<file path="config.mk">
export PLATFORM = sky130hd
export DESIGN_NAME = fp_subtractor_seq
export DESIGN_NICKNAME = d
export VERILOG_FILES = /design/src/rtl/fp_subtractor_seq.sv
export SDC_FILE = /design/constraint.sdc
export NUM_CORES = 1
export LEC_CHECK = 0
export ABC_AREA = 1
export CORE_ASPECT_RATIO = 1.2
export CORE_MARGIN = 2
export CORE_UTILIZATION = 55
export CTS_BUF_LIST = sky130_fd_sc_hd__clkbuf_16
export CTS_CLUSTER_DIAMETER = 120
export DETAILED_ROUTE_END_ITERATION = 6
export DONT_BUFFER_PORTS = 1
export PLACE_DENSITY_LB_ADDON = 0.15
export SLEW_MARGIN = 20
export SYNTH_ARGS = -nofsm -noshare
export SYNTH_HDL_FRONTEND = slang
export SYNTH_SLANG_ARGS = --single-unit
</file>
<file path="constraint.sdc">
create_clock -name clk -period 4.8 [get_ports clk]
set_input_delay 0.96 -clock clk [delete_from_list [all_inputs] [get_ports clk]]
set_output_delay 0.96 -clock clk [all_outputs]
set_load 0.005 [all_outputs]
</file>
<file path="src/rtl/fp_subtractor_seq.sv">
// fp_subtractor_seq: iterative IEEE-754 single-precision subtractor, d = a - b.
// Alignment and normalization move one bit per cycle under a small FSM, so
// area stays small and latency depends on the operands.
// Ports:
//   clk, rst_n          clock, synchronous active-low reset
//   in_valid, in_ready  operand handshake (in_ready only in IDLE)
//   a, b                minuend / subtrahend (latched on accept)
//   out_valid,out_ready result handshake, d held until taken
//   d                   a - b, round-to-nearest-even
//   busy                high whenever the FSM is not IDLE
module fp_subtractor_seq #(
  parameter int unsigned MAX_ALIGN = 27,
  parameter logic [31:0] CANON_NAN = 32'h7FC00000
) (
  input  logic        clk,
  input  logic        rst_n,
  input  logic        in_valid,
  output logic        in_ready,
  input  logic [31:0] a,
  input  logic [31:0] b,
  output logic        out_valid,
  input  logic        out_ready,
  output logic [31:0] d,
  output logic        busy
);

  localparam logic [2:0] S_IDLE   = 3'd0;
  localparam logic [2:0] S_UNPACK = 3'd1;
  localparam logic [2:0] S_ALIGN  = 3'd2;
  localparam logic [2:0] S_ADD    = 3'd3;
  localparam logic [2:0] S_NORM   = 3'd4;
  localparam logic [2:0] S_ROUND  = 3'd5;
  localparam logic [2:0] S_DONE   = 3'd6;

  localparam logic [9:0] MAX_ALIGN_W = 10'(MAX_ALIGN);

  logic [2:0]         state;
  logic [31:0]        a_r, b_r, d_r;
  logic               sign_l, sign_s;
  logic signed [9:0]  exp_r;
  // Mantissa layout: [27] carry, [26] hidden, [25:3] fraction, [2] G, [1] R, [0] S
  logic [27:0]        mant_l, mant_s;
  logic [9:0]         cnt;

  function automatic logic norm_need(input logic [27:0] m, input logic signed [9:0] e);
    return !m[26] && (m != '0) && (e > 10'sd1);
  endfunction

  // Unpack / special-case decode of the latched operands (b_r already negated)
  logic        a_ge;
  logic [31:0] op_l, op_s;
  logic [9:0]  e_l, e_s, diff, align_n;
  logic [27:0] m_l0, m_s0;
  logic        a_nan, b_nan, a_inf, b_inf, special;
  logic [31:0] special_d;

  always_comb begin
    a_ge    = a_r[30:0] >= b_r[30:0];
    op_l    = a_ge ? a_r : b_r;
    op_s    = a_ge ? b_r : a_r;
    e_l     = (op_l[30:23] == 8'd0) ? 10'd1 : {2'b00, op_l[30:23]};
    e_s     = (op_s[30:23] == 8'd0) ? 10'd1 : {2'b00, op_s[30:23]};
    m_l0    = {1'b0, op_l[30:23] != 8'd0, op_l[22:0], 3'b000};
    m_s0    = {1'b0, op_s[30:23] != 8'd0, op_s[22:0], 3'b000};
    diff    = e_l - e_s;
    align_n = (diff > MAX_ALIGN_W) ? MAX_ALIGN_W : diff;
    a_nan   = (&a_r[30:23]) &  (|a_r[22:0]);
    b_nan   = (&b_r[30:23]) &  (|b_r[22:0]);
    a_inf   = (&a_r[30:23]) & ~(|a_r[22:0]);
    b_inf   = (&b_r[30:23]) & ~(|b_r[22:0]);
    special = a_nan | b_nan | a_inf | b_inf;
    if (a_nan || b_nan || (a_inf && b_inf && (a_r[31] != b_r[31])))
      special_d = CANON_NAN;
    else if (a_inf)
      special_d = a_r;
    else
      special_d = b_r;
  end

  // Magnitude add/subtract with carry folded back into the sticky bit
  logic [27:0]       sum, m_add;
  logic signed [9:0] e_add;

  always_comb begin
    sum = (sign_l == sign_s) ? mant_l + mant_s : mant_l - mant_s;
    if (sum[27]) begin
      m_add = {1'b0, sum[27:2], sum[1] | sum[0]};
      e_add = exp_r + 10'sd1;
    end else begin
      m_add = sum;
      e_add = exp_r;
    end
  end

  logic [27:0]       m_sh;
  logic signed [9:0] e_sh;

  always_comb begin
    m_sh = {mant_l[26:0], 1'b0};
    e_sh = exp_r - 10'sd1;
  end

  // Rounding and packing; a subnormal that rounds into bit 23 picks up exp 1
  logic              rnd_up;
  logic [24:0]       sig;
  logic signed [9:0] e_fin;
  logic [31:0]       pack_d;

  always_comb begin
    rnd_up = mant_l[2] & (mant_l[1] | mant_l[0] | mant_l[3]);
    sig    = {1'b0, mant_l[26:3]} + {24'd0, rnd_up};
    if (sig[24])
      e_fin = exp_r + 10'sd1;
    else if (sig[23])
      e_fin = exp_r;
    else
      e_fin = '0;
    if (sig == '0)
      pack_d = {sign_l & sign_s, 31'd0};
    else if (e_fin >= 10'sd255)
      pack_d = {sign_l, 8'hFF, 23'd0};
    else
      pack_d = {sign_l, e_fin[7:0], sig[24] ? 23'd0 : sig[22:0]};
  end

  always_ff @(posedge clk) begin
    if (!rst_n) begin
      state  <= S_IDLE;
      a_r    <= '0;
      b_r    <= '0;
      d_r    <= '0;
      sign_l <= 1'b0;
      sign_s <= 1'b0;
      exp_r  <= '0;
      mant_l <= '0;
      mant_s <= '0;
      cnt    <= '0;
    end else begin
      case (state)
        S_IDLE: begin
          if (in_valid) begin
            a_r   <= a;
            b_r   <= {~b[31], b[30:0]};
            state <= S_UNPACK;
          end
        end
        S_UNPACK: begin
          if (special) begin
            d_r   <= special_d;
            state <= S_DONE;
          end else begin
            sign_l <= op_l[31];
            sign_s <= op_s[31];
            exp_r  <= e_l;
            mant_l <= m_l0;
            mant_s <= m_s0;
            cnt    <= align_n;
            state  <= (align_n == '0) ? S_ADD : S_ALIGN;
          end
        end
        S_ALIGN: begin
          mant_s <= {1'b0, mant_s[27:2], mant_s[1] | mant_s[0]};
          cnt    <= cnt - 10'd1;
          if (cnt == 10'd1) state <= S_ADD;
        end
        S_ADD: begin
          mant_l <= m_add;
          exp_r  <= e_add;
          state  <= norm_need(m_add, e_add) ? S_NORM : S_ROUND;
        end
        S_NORM: begin
          mant_l <= m_sh;
          exp_r  <= e_sh;
          if (!norm_need(m_sh, e_sh)) state <= S_ROUND;
        end
        S_ROUND: begin
          d_r   <= pack_d;
          state <= S_DONE;
        end
        S_DONE: begin
          if (out_ready) state <= S_IDLE;
        end
        default: state <= S_IDLE;
      endcase
    end
  end

  assign in_ready  = (state == S_IDLE);
  assign busy      = (state != S_IDLE);
  assign out_valid = (state == S_DONE);
  assign d         = d_r;

endmodule

</file>
==> metrics.txt, run 1 <==
Yosys warnings=0; Sink Count=176; fill count=2,443; Max Used Layer=met4; share of layout cells above drive strength 1=under 10%; I/O Buffers=0; H-tree levels=4; Gate Count Post-Synth=around 2,200; Ant. Diodes=0; #FFs+latches synth=176; Synth Area per Inst=6.23 um^2; CTS Root Cell=clkbuf_16; Crit-path slowest cell=fa_1; final worst path period share=about 93%; number of global-route vias before repair=13,088; GPL Wtd Cong=0.976; EDFF count, synth=0; clk_skew=0.0105 ns; die area=25,900 um^2; clk buf depth=2; Fin. Hold Viols=0; Setup Viol. Count Final=0; CTS tree=done; multi-input logic area=between 8000 and 9000 um^2; clock buffer count from CTS=17; crit path launch type=register; peak fanout along the critical path=29; RSZ-0062 raised after global routing=true; hold path start=mant_s[1]; Core Rows=between 60 and 70; share of the synthesized area in the top cell type=26.0%; outcome=complete, no violations; Core Area=24,000 um^2; Req. time, crit path=5.16 ns; Pre-antenna DRT Iters=6; ys flop type=dfxtp_1; post-DP HPWL=between 30,000 and 40,000 um; Worst path most repeated cell=nand2_1; min-delay worst type=reg -> reg; register area share after synthesis=between 20% and 30%; ANT nets after route=0; Fmax=roughly 0.22 GHz; register area=3520 um^2; die height=about 180 um; via count=14,162; drc violations=0; Post-synth ARST share=0%; Slew Limit Fails=0; CTS clk-pin slew, worst paths=around 0.070 ns; minimum clock period after layout=roughly 4.5 ns; drt total wl=43,900 um; Wirelength per Cell=17.9 um; crit path kind=reg -> reg; 1st-iter DRT viols=1,207; Synth cell types=52; die width=147 um; clock latency on the worst-skew pair=0.44 ns; Max stage delay on crit path=0.40 ns; cell taking the most area after synthesis=dfxtp_1; Routed met3 length=just over 3000 um; global-route wire length before repair=69,100 um; largest cells by area after synthesis=dfxtp_1 (26%), nand2_1 (15%), inv_1 (7.5%); Worst-Margin Slew=between 0.9 and 1 ns; Top Ports=between 100 and 150; Layout area overhead=6.54%; CP Capture Type=register; Via density=5.78; GRT Residual Overflow=0; Cell Area, Synth=approximately 14,000 um^2; FF-to-FF Start=b_r[30]; Worst Setup SP=b_r[30]; max_cap viols=0; # hold bufs at CTS=0; initial antenna violation count=0; Initial Util=56.4%; met2 WL=between 20,000 and 25,000 um; Syn Nets=2,321; DRT met1 WL=19,100 um; fin util=60.0%; Post-layout nets=2,265; Slew HR=34.9%; largest net degree at the start of global routing=about 130; gr usage total=between 30% and 40%; arrival time at the worst endpoint=4.83 ns
[cell usage after synthesis (2+ instances only)]
master      n
nand2_1   553
inv_1     269
a21oi_1   196
dfxtp_1   176
o21ai_0   164
nor2_1    154
nand3_1   149
ha_1       75
clkbuf_1   70
xor2_1     63
a31oi_1    57
nand4_1    34
o211ai_1   31
nor3_1     26
xnor2_1    19
buf_2      18
nor4_1     18
nand3b_1   12
or2_2      11
o21ai_1    10
inv_2       7
o21bai_1    7
buf_1       6
nand2_2     6
o31ai_1     5
a221oi_1    3
and2_1      3
buf_6       3
a21o_1      2
buf_4       2
fa_1        2
nand3_2     2
nor2_4      2
o221a_2     2
or2_1       2
[worst paths after layout]
path                to  slack [ns]  depth (start not counted)
max           state[0]        0.33                         29
min          mant_s[1]        0.46                          2
max reg2reg   state[0]        0.33                         29
min reg2reg  mant_s[1]        0.46                          2
[final cells by class]
| cell class | instances | share of cell area [%] |
|---|---|---|
| Timing Repair Buffer | 24 | 1.54 |
| Sequential cell | 176 | 24.4 |
| Inverter | 277 | 7.21 |
| Clock inverter | 13 | 0.953 |
| Multi-Input combinational cell | 1624 | 60.2 |
| Clock buffer | 17 | 2.95 |
| Tap cell | 320 | 2.77 |
[logic make-up after synthesis]
kind of cell / count (synthesis) / synth area share (%)
simple gates: 977 / 30.8
compound gates: 487 / 19.8
buf+inv: 376 / 10.8
flops: 176 / 26.0
xor+xnor: 82 / 5.30
fa+ha+maj: 77 / 7.22
mux: 1 / 0.0831
[per-stage QoR]
stage	worst slack [ns]	hold slack, ns	TNS (ns)	instance area (um^2)	std cells
after global routing	-0.0405	0.490	-0.0405	14400	2451
after CTS	0.182	0.465	0	14300	2447
after detailed placement	0.279	0.455	0	13700	2417
after floorplan	0.794	0.439	0	13600	2176
after global placement	0.369	0.449	0	13700	2417
final	0.330	0.463	0	14400	2451
[registers in the layout, indices dropped and copies added, names as in the netlist]
signal,count
a_r,32
b_r,32
cnt,10
d,32
exp_r,10
mant_l,28
mant_s,27
sign_l,1
sign_s,1
state,3
[per-layer routing]
metal	vias to the layer above	GRT usage (%)
met3	89	5.06
met4	0	12.7
met1	6434	44.3
met5	-	0
met2	541	55.4
li1	7098	-
[worst max-delay path: cells and delay by family (launching register included)]
| kind | cells | cell delay [ns] |
|---|---|---|
| adder cells (fa/ha/maj) | 3 | 0.80 |
| flip-flops | 1 | 0.30 |
| buffers and inverters | 3 | 0.24 |
| XOR/XNOR | 1 | 0.14 |
| AO/OA/AOI/OAI | 4 | 0.80 |
| AND/OR/NAND/NOR | 18 | 2.11 |
[placed cells by master (no fill, tap or decap), drive strengths merged, types with 3 or more instances in the layout]
| master | count |
|---|---|
| nand3 | 151 |
| o211ai | 31 |
| a221oi | 3 |
| xnor2 | 19 |
| o21ai | 175 |
| or2 | 13 |
| a31oi | 57 |
| a21oi | 196 |
| ha | 75 |
| nor3 | 28 |
| buf | 23 |
| dfxtp | 176 |
| nor4 | 18 |
| nand4 | 35 |
| clkbuf | 18 |
| nand3b | 12 |
| xor2 | 63 |
| clkinv | 7 |
| o31ai | 5 |
| and2 | 3 |
| nand2 | 559 |
| o21bai | 7 |
| nor2 | 157 |
| inv | 280 |
[what timing repair did]
action / 4_1_cts / 5_1_grt
buffers inserted: 0 / 1
resized for setup: 0 / 39
endpoints found under the setup margin: 0 / 8
Power of run 1 is not shown: default switching activity piles up to over one toggle a cycle in this logic, so the estimate is an artifact.
==> inputs of run 2 (changes only) <==
--- a/config.mk
+++ b/config.mk
@@ -13,7 +13,7 @@
 export CTS_CLUSTER_DIAMETER = 120
 export DETAILED_ROUTE_END_ITERATION = 6
 export DONT_BUFFER_PORTS = 1
-export PLACE_DENSITY_LB_ADDON = 0.15
+export PLACE_DENSITY = 0.67
 export SLEW_MARGIN = 20
 export SYNTH_ARGS = -nofsm -noshare
 export SYNTH_HDL_FRONTEND = slang
==> run 2 against run 1 <==
Global-route usage up 0.17 points. Design area increased by 0.80%. Non-clock buffer count is 3 higher. Die area stayed put. Hold slack better by 0.013 ns. Critical path type unchanged. Routed wire length is 1.1% higher. First-iteration DRC count is 14% lower. Sequential share of layout area down 0.18 points. Count of clock-buffer cells in the layout is the same. Setup slack got worse by 0.061 ns.
==> metrics.txt, run 2 (synthesized netlist as in run 1, its figures left out) <==
global-route wire length before repair=69,700 um (+0.81%); max_cap viols=0 (unchanged); Pre-antenna DRT Iters=5 (-1); GPL Wtd Cong=0.980 (+0.39%); Ant. Diodes=0 (unchanged); post-DP HPWL=33,600 um (-0.29%); Worst-Margin Slew=0.971 ns (-0.00439 ns); Core Area=24,000 um^2 (unchanged); 1st-iter DRT viols=1,039 (-14%); die area=25,900 um^2 (unchanged); initial antenna violation count=0 (unchanged); clk_skew=0.00871 ns (-0.00178 ns); Sink Count=176 (unchanged); number of global-route vias before repair=13,183 (+0.73%); final worst path period share=94.4% (+1.3 points); area post-placement=13,700 um^2 (unchanged); Worst path most repeated cell=nand2_1; drc violations=0 (unchanged); Max stage delay on crit path=0.37 ns (-0.03 ns); I/O Buffers=0 (unchanged); Core Rows=62 (unchanged); via count=14,327 (+1.2%); Via density=5.83 (+0.92%); arrival time at the worst endpoint=4.89 ns (+0.06 ns); Slew HR=35.2% (+0.29 points); drt total wl=44,400 um (+1.1%); crit path launch type=register; peak fanout along the critical path=8 (-72%); clk buf depth=2 (unchanged); CTS clk-pin slew, worst paths=0.07 ns (about the same); CP Capture Type=register; fin util=60.5% (+0.48 points); largest net degree at the start of global routing=127 (unchanged); Crit-path slowest cell=ha_1; most common cell after layout, fill and taps aside=nand2_1; RSZ-0062 raised after global routing=true; Req. time, crit path=5.15 ns (about the same); share of layout cells above drive strength 1=6.50% (+1.1 points); Fin. Hold Viols=0 (unchanged); min-delay worst type=reg -> reg; Wirelength per Cell=18.1 um (+0.88%); Post-layout nets=2,269 (+0.18%); Slew Limit Fails=0 (unchanged); Layout area overhead=7.39%; die width=147 um (unchanged); CTS tree=done; Design Area, Final=14,600 um^2 (+0.80%); clock buffer count from CTS=17 (unchanged); Fmax=0.221 GHz (-1.4%); H-tree levels=4 (unchanged); Initial Util=56.4% (unchanged); CTS Root Cell=clkbuf_16; outcome=complete, no violations; ANT nets after route=0 (unchanged); clock latency on the worst-skew pair=0.44 ns (about the same); Setup Viol. Count Final=0 (unchanged); die height=176 um (unchanged); minimum clock period after layout=4.53 ns (+0.0612 ns); Top Ports=103 (unchanged); GRT Residual Overflow=0 (unchanged); commonest non-fill, non-tap cells in the layout=nand2_1 (537), inv_1 (268), a21oi_1 (195), dfxtp_1 (175), o21ai_0 (152); gr usage total=33.7% (+0.17 points); crit path kind=reg -> reg
==> run 2: cell count changes in the layout (fill, tap and decap cells not counted), moves of 3 or more <==
cell,before,now
nand2_1,545,537
nor2_1,145,141
o21ai_0,156,152
buf_4,17,20
nand2_4,2,6
nand2_2,10,16
nor2_2,10,13
==> run 2: worst paths after layout <==
| kind | start | end | slack [ns] | cells past startpoint |
|---|---|---|---|---|
| setup reg to reg | mant_s[0] | state[0] | 0.27 | 35 |
| setup / recovery | mant_s[0] | state[0] | 0.27 | 35 |
| hold / removal | mant_s[1] | mant_s[1] | 0.48 | 2 |
| hold reg to reg | mant_s[1] | mant_s[1] | 0.48 | 2 |
==> run 2: layer usage <==
| layer | share of wire [%] | GRT usage (%) | up-vias |
|---|---|---|---|
| met5 | 0 | 0 | - |
| met4 | 2.8 | 10.2 | 0 |
| met3 | 6.1 | 4.11 | 79 |
| met2 | 47 | 56.7 | 586 |
| met1 | 44 | 45.4 | 6561 |
| li1 | - | - | 7101 |
==> run 2: repair_timing <==
item / CTS / global route
hold buffers: 0 / 0
resized for setup: 0 / 68
buffers inserted: 0 / 5
hold endpoints to repair: 0 / 0
setup endpoints to repair: 0 / 5
==> run 2: worst max-delay path: cells and delay by family (launching register included) <==
| kind | cells | cell delay (ns) |
|---|---|---|
| buf+inv | 6 | 0.54 |
| fa+ha+maj | 2 | 0.54 |
| simple gates | 24 | 2.50 |
| compound gates | 2 | 0.34 |
| flops | 1 | 0.34 |
| xor+xnor | 1 | 0.16 |
==> run 2: through the flow <==
step                      setup slack, ns  instances  TNS, ns  hold slack, ns
final                               0.269       2457        0           0.475
after global routing              -0.0904       2457  -0.0904           0.498
after CTS                           0.214       2449        0           0.465
after detailed placement            0.236       2417        0           0.454
after global placement              0.345       2417        0           0.446
after floorplan                     0.794       2176        0           0.439
==> run 2: final cells by class <==
class                           count  area (um^2)
Tap cell                          320          400
Inverter                          277         1040
Timing Repair Buffer               27          255
Multi-Input combinational cell   1625         8760
Sequential cell                   176         3520
Fill cell                        2386         9490
Clock inverter                     15          144
Clock buffer                       17          425
Power of run 2 is left out for the same reason.
==> inputs of run 3 (changes only) <==
--- a/config.mk
+++ b/config.mk
@@ -6,11 +6,13 @@
 export NUM_CORES = 1
 export LEC_CHECK = 0
 export ABC_AREA = 1
+export CAP_MARGIN = 15
 export CORE_ASPECT_RATIO = 1.2
 export CORE_MARGIN = 2
 export CORE_UTILIZATION = 55
 export CTS_BUF_LIST = sky130_fd_sc_hd__clkbuf_16
 export CTS_CLUSTER_DIAMETER = 120
+export CTS_CLUSTER_SIZE = 10
 export DETAILED_ROUTE_END_ITERATION = 6
 export DONT_BUFFER_PORTS = 1
 export PLACE_DENSITY = 0.67
==> results of run 3 <==
Same layout as run 2: the final DEF is identical, and so are final timing and power.
Power of run 3 is left out for the same reason.
